===== src/rtl/instr_fetch.sv =====
// Instruction fetch unit: issues fetch requests, holds the fetched word until
// execute consumes it, computes the next PC, and stops on halt or ack timeout.
module instr_fetch #(
  parameter logic [31:0] RESET_PC    = 32'h0000_0000,
  parameter int unsigned ACK_TIMEOUT = 15
) (
  input  logic        clk,
  input  logic        rst_n,
  input  logic        pc_wre,
  input  logic        pc_src,
  input  logic [31:0] ext_imm,
  input  logic        exec_done,
  output logic        imem_req,
  output logic [31:0] imem_addr,
  input  logic        imem_ack,
  input  logic [31:0] imem_rdata,
  output logic [31:0] instr,
  output logic [5:0]  op,
  output logic [4:0]  rs,
  output logic [4:0]  rt,
  output logic [4:0]  rd,
  output logic [15:0] imm16,
  output logic        instr_valid,
  output logic [31:0] pc,
  output logic        halted,
  output logic        fetch_err
);

  localparam int unsigned CW = $clog2(ACK_TIMEOUT + 1);
  localparam logic [CW-1:0] TMO = CW'(ACK_TIMEOUT);
  localparam logic [5:0] OP_HALT = 6'b111111;

  typedef enum logic [1:0] {FETCH, HOLD, HALT} state_t;

  state_t        state, stateNext;
  logic [CW-1:0] waitCnt, waitCntNext, waitCntInc;
  logic          loadInstr, loadPc, timeout;
  logic [31:0]   pcNext;

  // Sequential and branch targets; wraps modulo 2^32 naturally.
  assign pcNext = pc + 32'd4 + (pc_src ? (ext_imm << 2) : 32'd0);
  assign waitCntInc = waitCnt + 1'b1;

  assign imem_addr   = pc;
  assign instr_valid = (state == HOLD);
  assign halted      = (state == HALT);
  assign op          = instr[31:26];
  assign rs          = instr[25:21];
  assign rt          = instr[20:16];
  assign rd          = instr[15:11];
  assign imm16       = instr[15:0];

  // State register.
  always_ff @(posedge clk or negedge rst_n) begin
    if (!rst_n) state <= FETCH;
    else        state <= stateNext;
  end

  // Next-state decode plus datapath load strobes.
  always_comb begin
    stateNext   = state;
    waitCntNext = waitCnt;
    loadInstr   = 1'b0;
    loadPc      = 1'b0;
    timeout     = 1'b0;
    case (state)
      FETCH: begin
        // An ack is accepted in FETCH even in the first post-reset cycle
        // before the request is visible; the wait count only runs while the
        // request is actually raised.
        if (imem_ack) begin
          loadInstr   = 1'b1;
          waitCntNext = '0;
          stateNext   = HOLD;
        end else if (imem_req) begin
          if (waitCntInc == TMO) begin
            timeout     = 1'b1;
            waitCntNext = '0;
            stateNext   = HALT;
          end else begin
            waitCntNext = waitCntInc;
          end
        end
      end
      HOLD: begin
        if (exec_done) begin
          if (op != OP_HALT && pc_wre) begin
            loadPc    = 1'b1;
            stateNext = FETCH;
          end else begin
            stateNext = HALT;
          end
        end
      end
      HALT:    stateNext = HALT;
      default: stateNext = FETCH;
    endcase
  end

  // Datapath registers; the request is registered so it rises one edge after reset.
  always_ff @(posedge clk or negedge rst_n) begin
    if (!rst_n) begin
      pc        <= RESET_PC;
      instr     <= '0;
      waitCnt   <= '0;
      imem_req  <= 1'b0;
      fetch_err <= 1'b0;
    end else begin
      waitCnt  <= waitCntNext;
      imem_req <= (stateNext == FETCH);
      if (loadInstr) instr <= imem_rdata;
      if (loadPc)    pc <= pcNext;
      if (timeout)   fetch_err <= 1'b1;
    end
  end

endmodule


===== config.mk =====
export PLATFORM = sky130hd
export DESIGN_NAME = instr_fetch
export DESIGN_NICKNAME = d
export VERILOG_FILES = /design/src/rtl/instr_fetch.sv
export SDC_FILE = /design/constraint.sdc
export NUM_CORES = 1
export LEC_CHECK = 0
export CORE_AREA = 2 2 113 115
export DETAILED_ROUTE_END_ITERATION = 12
export DIE_AREA = 0 0 115 117
export PLACE_DENSITY = 0.82
export SLEW_MARGIN = 20
export SYNTH_ARGS = -nofsm -noshare
export SYNTH_HDL_FRONTEND = slang
export SYNTH_SLANG_ARGS = --single-unit

===== constraint.sdc =====
create_clock -name clk -period 3.4 [get_ports clk]
set_clock_uncertainty 0.2 [all_clocks]
set_input_delay 0.34 -clock clk [delete_from_list [all_inputs] [get_ports clk]]
set_output_delay 0.34 -clock clk [all_outputs]
set_load 0.02 [all_outputs]

---- Word level (Yosys, flattened, before mapping) ----
Index checks and enable logic that the tools add are counted.
operators by class
  add/sub/neg operators ................... 3
  multiply operators ...................... 0
  divide/modulo/power cells ............... 0
  $lt $le $gt $ge ......................... 0
  equality and inequality tests ........... 4
  shift-type cells ........................ 0
  muxes and demuxes ....................... 19
  bitwise operators ....................... 0
  reduce and logical (&&, ||, !) cells .... 5
operators by type and width
  kind                                                                   count
  32-bit by 3-bit adder with 32-bit output, second input constant        1
  32-bit adder                                                           1
  32-bit 2-to-1 mux                                                      1
  4-bit 2-to-1 mux                                                       3
  2-bit 2-to-1 mux                                                       5
  1-bit 2-to-1 mux                                                       9
  6-bit inequality test, second input constant                           1
  2-bit case mux with 3 select lines                                     1
  4-bit by 1-bit adder with 4-bit output, second input constant          1
  4-bit equality test, second input constant                             1
  2-bit zero test                                                        2
  2-bit by 1-bit equality test with 1-bit output, second input constant  1
  2-bit equality test, second input constant                             1
  2-bit AND reduction                                                    1
  2-bit nonzero test                                                     1
  1-bit logical AND                                                      1
storage, ports and cells
  flip-flop bits (word level) ............. 72
  latch bits .............................. 0
  RAM bits ................................ 0
  memory bits (read-only) ................. 0
  input bits .............................. 70
  output and inout port bits .............. 137
  word-level logic and storage cells ...... 37
  memories ................................ 0

---- Depth between registers and ports, before layout ----
Gate-level depths: netlist (run 1).
  depth after elaboration ................. 7
  depth in mapped cells ................... 13
  gate-level depth less buffers ........... 12

---- Least setup slack after synthesis (run 1) ----
No wires, ideal clock.
  path type ............................... input -> register
  start point ............................. in pc_src
  end point ............................... reg pc[31] (netlist: imem_addr[31])
  setup time .............................. 0.080 ns
  arrival time ............................ 2.995 ns
  data required time ...................... 3.120 ns
  setup slack ............................. 0.126 ns
  stages .................................. 13
  path buffers ............................ 2
  path through ............................ clkbuf_1 -> clkbuf_1 -> and2_1 -> ha_1 -> ha_1 -> fa_1 -> a21o_1 -> a221oi_2 -> o21a_4 -> o21ai_0 -> a311o_1 -> o211ai_2 -> xor2_1
on the way
  longest elaborated chain between the ends .. 2
ends and longest elaborated chain
  item                  RTL line  RTL
  from (decl)           10        input logic pc_src,
  32-bit 2-to-1 mux     41        assign pcNext = pc + 32'd4 + (pc_src ? (ext_imm << 2) : 32'd0);
  32-bit adder          41
  to (signal assigned)  112       if (loadPc) pc <= pcNext;
  to (decl)             24        output logic [31:0] pc,
Every way passes these cells.
A chain may end at the register's enable or synchronous reset.

---- Worst setup path after layout (run 1) ----
  start point ............................. in ext_imm[1]
  end point ............................... reg pc[31] (netlist: imem_addr[31])
on the way
  longest elaborated chain between the ends .. 2
ends and longest elaborated chain
  item               RTL line  RTL
  from (decl)        11        input logic [31:0] ext_imm,
  32-bit 2-to-1 mux  41
  32-bit adder       41
Every way passes these cells.

==> results of run 1 <==
==> synth_stat cells, drive strengths merged (4+ instances only) <==
master / instances / area (sq um)
or4: 4 / 30.0
xor2: 15 / 131
o21ai: 44 / 235
and3: 5 / 31.3
inv: 8 / 30.0
a21o: 18 / 136
nand3: 15 / 80.1
nor3: 11 / 55.1
a31oi: 5 / 31.3
ha: 59 / 738
nor2: 11 / 57.6
xnor2: 10 / 87.6
buf: 81 / 598
nand2: 56 / 213
mux2: 32 / 360
o2111ai: 5 / 43.8
clkbuf: 15 / 56.3
dfrtp: 70 / 1750
and2: 32 / 200
a21oi: 30 / 158
o211ai: 5 / 47.5
nand4: 6 / 37.5
==> power by group through the flow <==
stage               sequential [mW]  combinational (mW)  clock, mW
global placement               1.63                4.77          0
detailed placement             1.67                4.86          0
finish                         1.65                4.88      0.953
floorplan                      2.01                2.64          0
CTS                            1.66                4.89      0.973
global route                   1.72                5.24       1.01
==> cell usage in the layout, fill, tap and decap left out, drive strengths merged, types with 3 or more instances in the layout <==
master	instances
nor2b	3
a21oi	30
o21ai	44
and2	32
inv	8
mux2	32
nand3	15
ha	59
nand3b	3
nor2	11
and3	5
o2111ai	5
xor2	15
buf	72
o211ai	5
a221oi	3
o21a	3
conb	4
nor3	11
a21o	18
nor3b	3
a31oi	5
dfrtp	70
clkbuf	11
nand4	6
xnor2	10
or4	4
nand2b	3
clkdlybuf4s50	198
nand2	56
==> timing repair <==
item,CTS,global route
endpoints found under the hold margin,28,0
endpoints found under the setup margin,0,3
resized for setup,0,3
hold buffers,1,0
==> layout make-up <==
| cell class | count | share of cell area |
|---|---|---|
| Tap cell | 150 | 0.0237 |
| Multi-Input combinational cell | 411 | 0.393 |
| Clock buffer | 11 | 0.0306 |
| Sequential cell | 70 | 0.221 |
| Inverter | 8 | 0.00379 |
| Clock inverter | 5 | 0.00742 |
| Timing Repair Buffer | 272 | 0.321 |
==> worst min-delay path by stage <==
stage,to,cells after the start
2_1_floorplan,fetch_err$_DFFE_PN0P_,0
3_3_place_gp,imem_addr[10]$_DFFE_PN0P_,1
3_5_place_dp,imem_addr[10]$_DFFE_PN0P_,1
4_1_cts,fetch_err$_DFFE_PN0P_,1
5_1_grt,fetch_err$_DFFE_PN0P_,1
6_report,fetch_err$_DFFE_PN0P_,1
==> state kept, by name, summed over array words and instances (netlist names) <==
name,cells
waitCnt,4
imem_addr,30
imem_req,1
fetch_err,1
instr,32
state,2
==> stage by stage <==
step	setup TNS (ns)	setup slack, ns
floorplan	0	0.126
global placement	-1.24	-0.144
detailed placement	-2.18	-0.206
CTS	0	0.0836
global route	0	0.104
finish	0	0.191
==> routing by layer <==
metal	up-vias	GRT usage	wire length [microns]
li1	2377	-	-
met1	2356	0.259	6050
met2	171	0.427	7850
met3	21	0.0463	889
met4	0	0.0602	254
met5	-	0	0
==> logic make-up (layout without fill, tap and decap cells) <==
family          after synthesis  count (layout)  share of synthesized area
fa+ha+maj                    60              60                      0.137
other cells                   1               4                   0.000678
xor+xnor                     25              25                     0.0396
buf+inv                     104             296                      0.124
mux                          32              32                     0.0652
simple gates                159             159                      0.152
compound gates              131             131                      0.165
flops                        70              70                      0.317
==> worst reg2reg max path, delay by kind of cell (launching register included) <==
family	cells	cell delay, ns
AO/OA/AOI/OAI	6	1.24
flip-flops	1	0.41
adder cells (fa/ha/maj)	3	0.95
XOR/XNOR	1	0.21
==> flow_summary.ini, run 1 <==
[run_status]
run_status = completed

[route]
via_count = 4925
ant_nets = 0
via_per_inst = 5.31
drc_errors = 0
firstDrtPassIters = 4
wl_per_cell_microns = 16.2
routed_wl_mm = 15.0
drt_iter0_drc = 212

[critical_path]
cp.depth = 12
crit_required_ns = 3.44
critPathLaunchType = primary input
cp_common_cell = ha_1
critPathCapture = imem_addr[31]$_DFFE_PN0P_
rr_startpoint = imem_addr[3]$_DFFE_PN0P_
cp-end-kind = flop
timing.rr.end = imem_addr[31]$_DFFE_PN0P_
r2r_slack_ns = 0.31
path_cells = clkdlybuf4s50_1, and2_1, ha_1, ha_1, fa_1, a21o_1, a221oi_2, o21a_4, o21ai_0, a311o_1, o211ai_2, xor2_1
reg2regPathDepth = 10
path_delay_family = compound AO/OA/AOI/OAI gates
crit_fanout = 4
crit_type = in -> reg
cp_slowest_cell = fa_1
cpPeakStageDelay_ns = 0.41
arrival_ns = 3.25
crit_buf_inv = 1
critPathLaunch = ext_imm[1]

[layout]
finalCoreUtilization = 0.644
drive_gt1_frac = 0.183
num-fill-cells = 972
multiInputGateArea_sq_um = 3110
layout.cells.non_filler = 927
insertedDiodeCount = 0
nNetsFinal = 902
ff_latch_area_sq_um = 1750
fin_area_sq_um = 7930
syn_to_final_growth_pct = 43.3

[synthesis]
ys.flop_type = dfrtp_1
synth_cells = 582
postSynthAreaPerCell_sq_um = 9.50
syn_area_sq_um = 5530
yosys_register_bits = 70
synth_cell_types = 64
yosysWarnings = 0
ys_seq_area_frac = 0.317
synth_edf_count = 0
synthArstFlopShare = 1.00

[floorplanning]
dieArea_sq_um = 13500
fp.coreArea_sq_um = 12300
initial_utilization = 0.449
die_width_microns = 115
die_h_microns = 117
rows = 41
pin_count = 207

[clock_network]
cts.sinks = 70
htree_levels = 3
ctsRootBufferMaster = clkbuf_16
cts_tree = done
cts_buffers = 9
postCtsSetupBuffers = 0
ctsLongestPathBuffers = 2
path_clk_slew_ns = 0.06
worstSkewPairLatency_ns = 0.33

[place]
io_buffers = 200
dp_hpwl_mm = 11.9
dpl_cell_area_sq_um = 7600
place_congestion = 0.871
post-place-cells = 910

[pwr]
p_sw_mw = 3.24
power_density_nw_per_um2 = 943
p_seq_frac = 0.220
switching_share = 0.433
p_leak_nw = 3.62
power_mw = 7.48
p_comb_frac = 0.652
clockPowerShare = 0.127
ir_worst_vdd_mv = 0.454
intPower_mw = 4.24

[global_routing]
track_usage = 0.226
antenna_found_initial = 0
grt_start_max_net_pins = 40
grt_pass1_vias = 5077
grt_pass1_wl_mm = 24.4
gr-total-overflow = 0

[sta]
setup_violations = 0
period_minus_slack_ns = 3.21
relSlewSlack = 0.504
max_slew.worst_pin.slew_ns = 0.744
hold_slack_ns = 0.267
finalHoldViolCount = 0
fmax_mhz = 312
rsz0062_at_grt = false
slew_violations = 0
finalCritPeriodShare = 0.944

[hold_path]
hold_start = fetch_err$_DFFE_PN0P_
hold_class = reg -> reg

[run]
drv_cap = 0
Power figures use the tool's default switching activity.
==> run 2, diff against run 1 <==
CAP_MARGIN = 20   (was default)
==> results of run 2 <==
The final DEF is identical to that of run 1; final timing and power are the same.
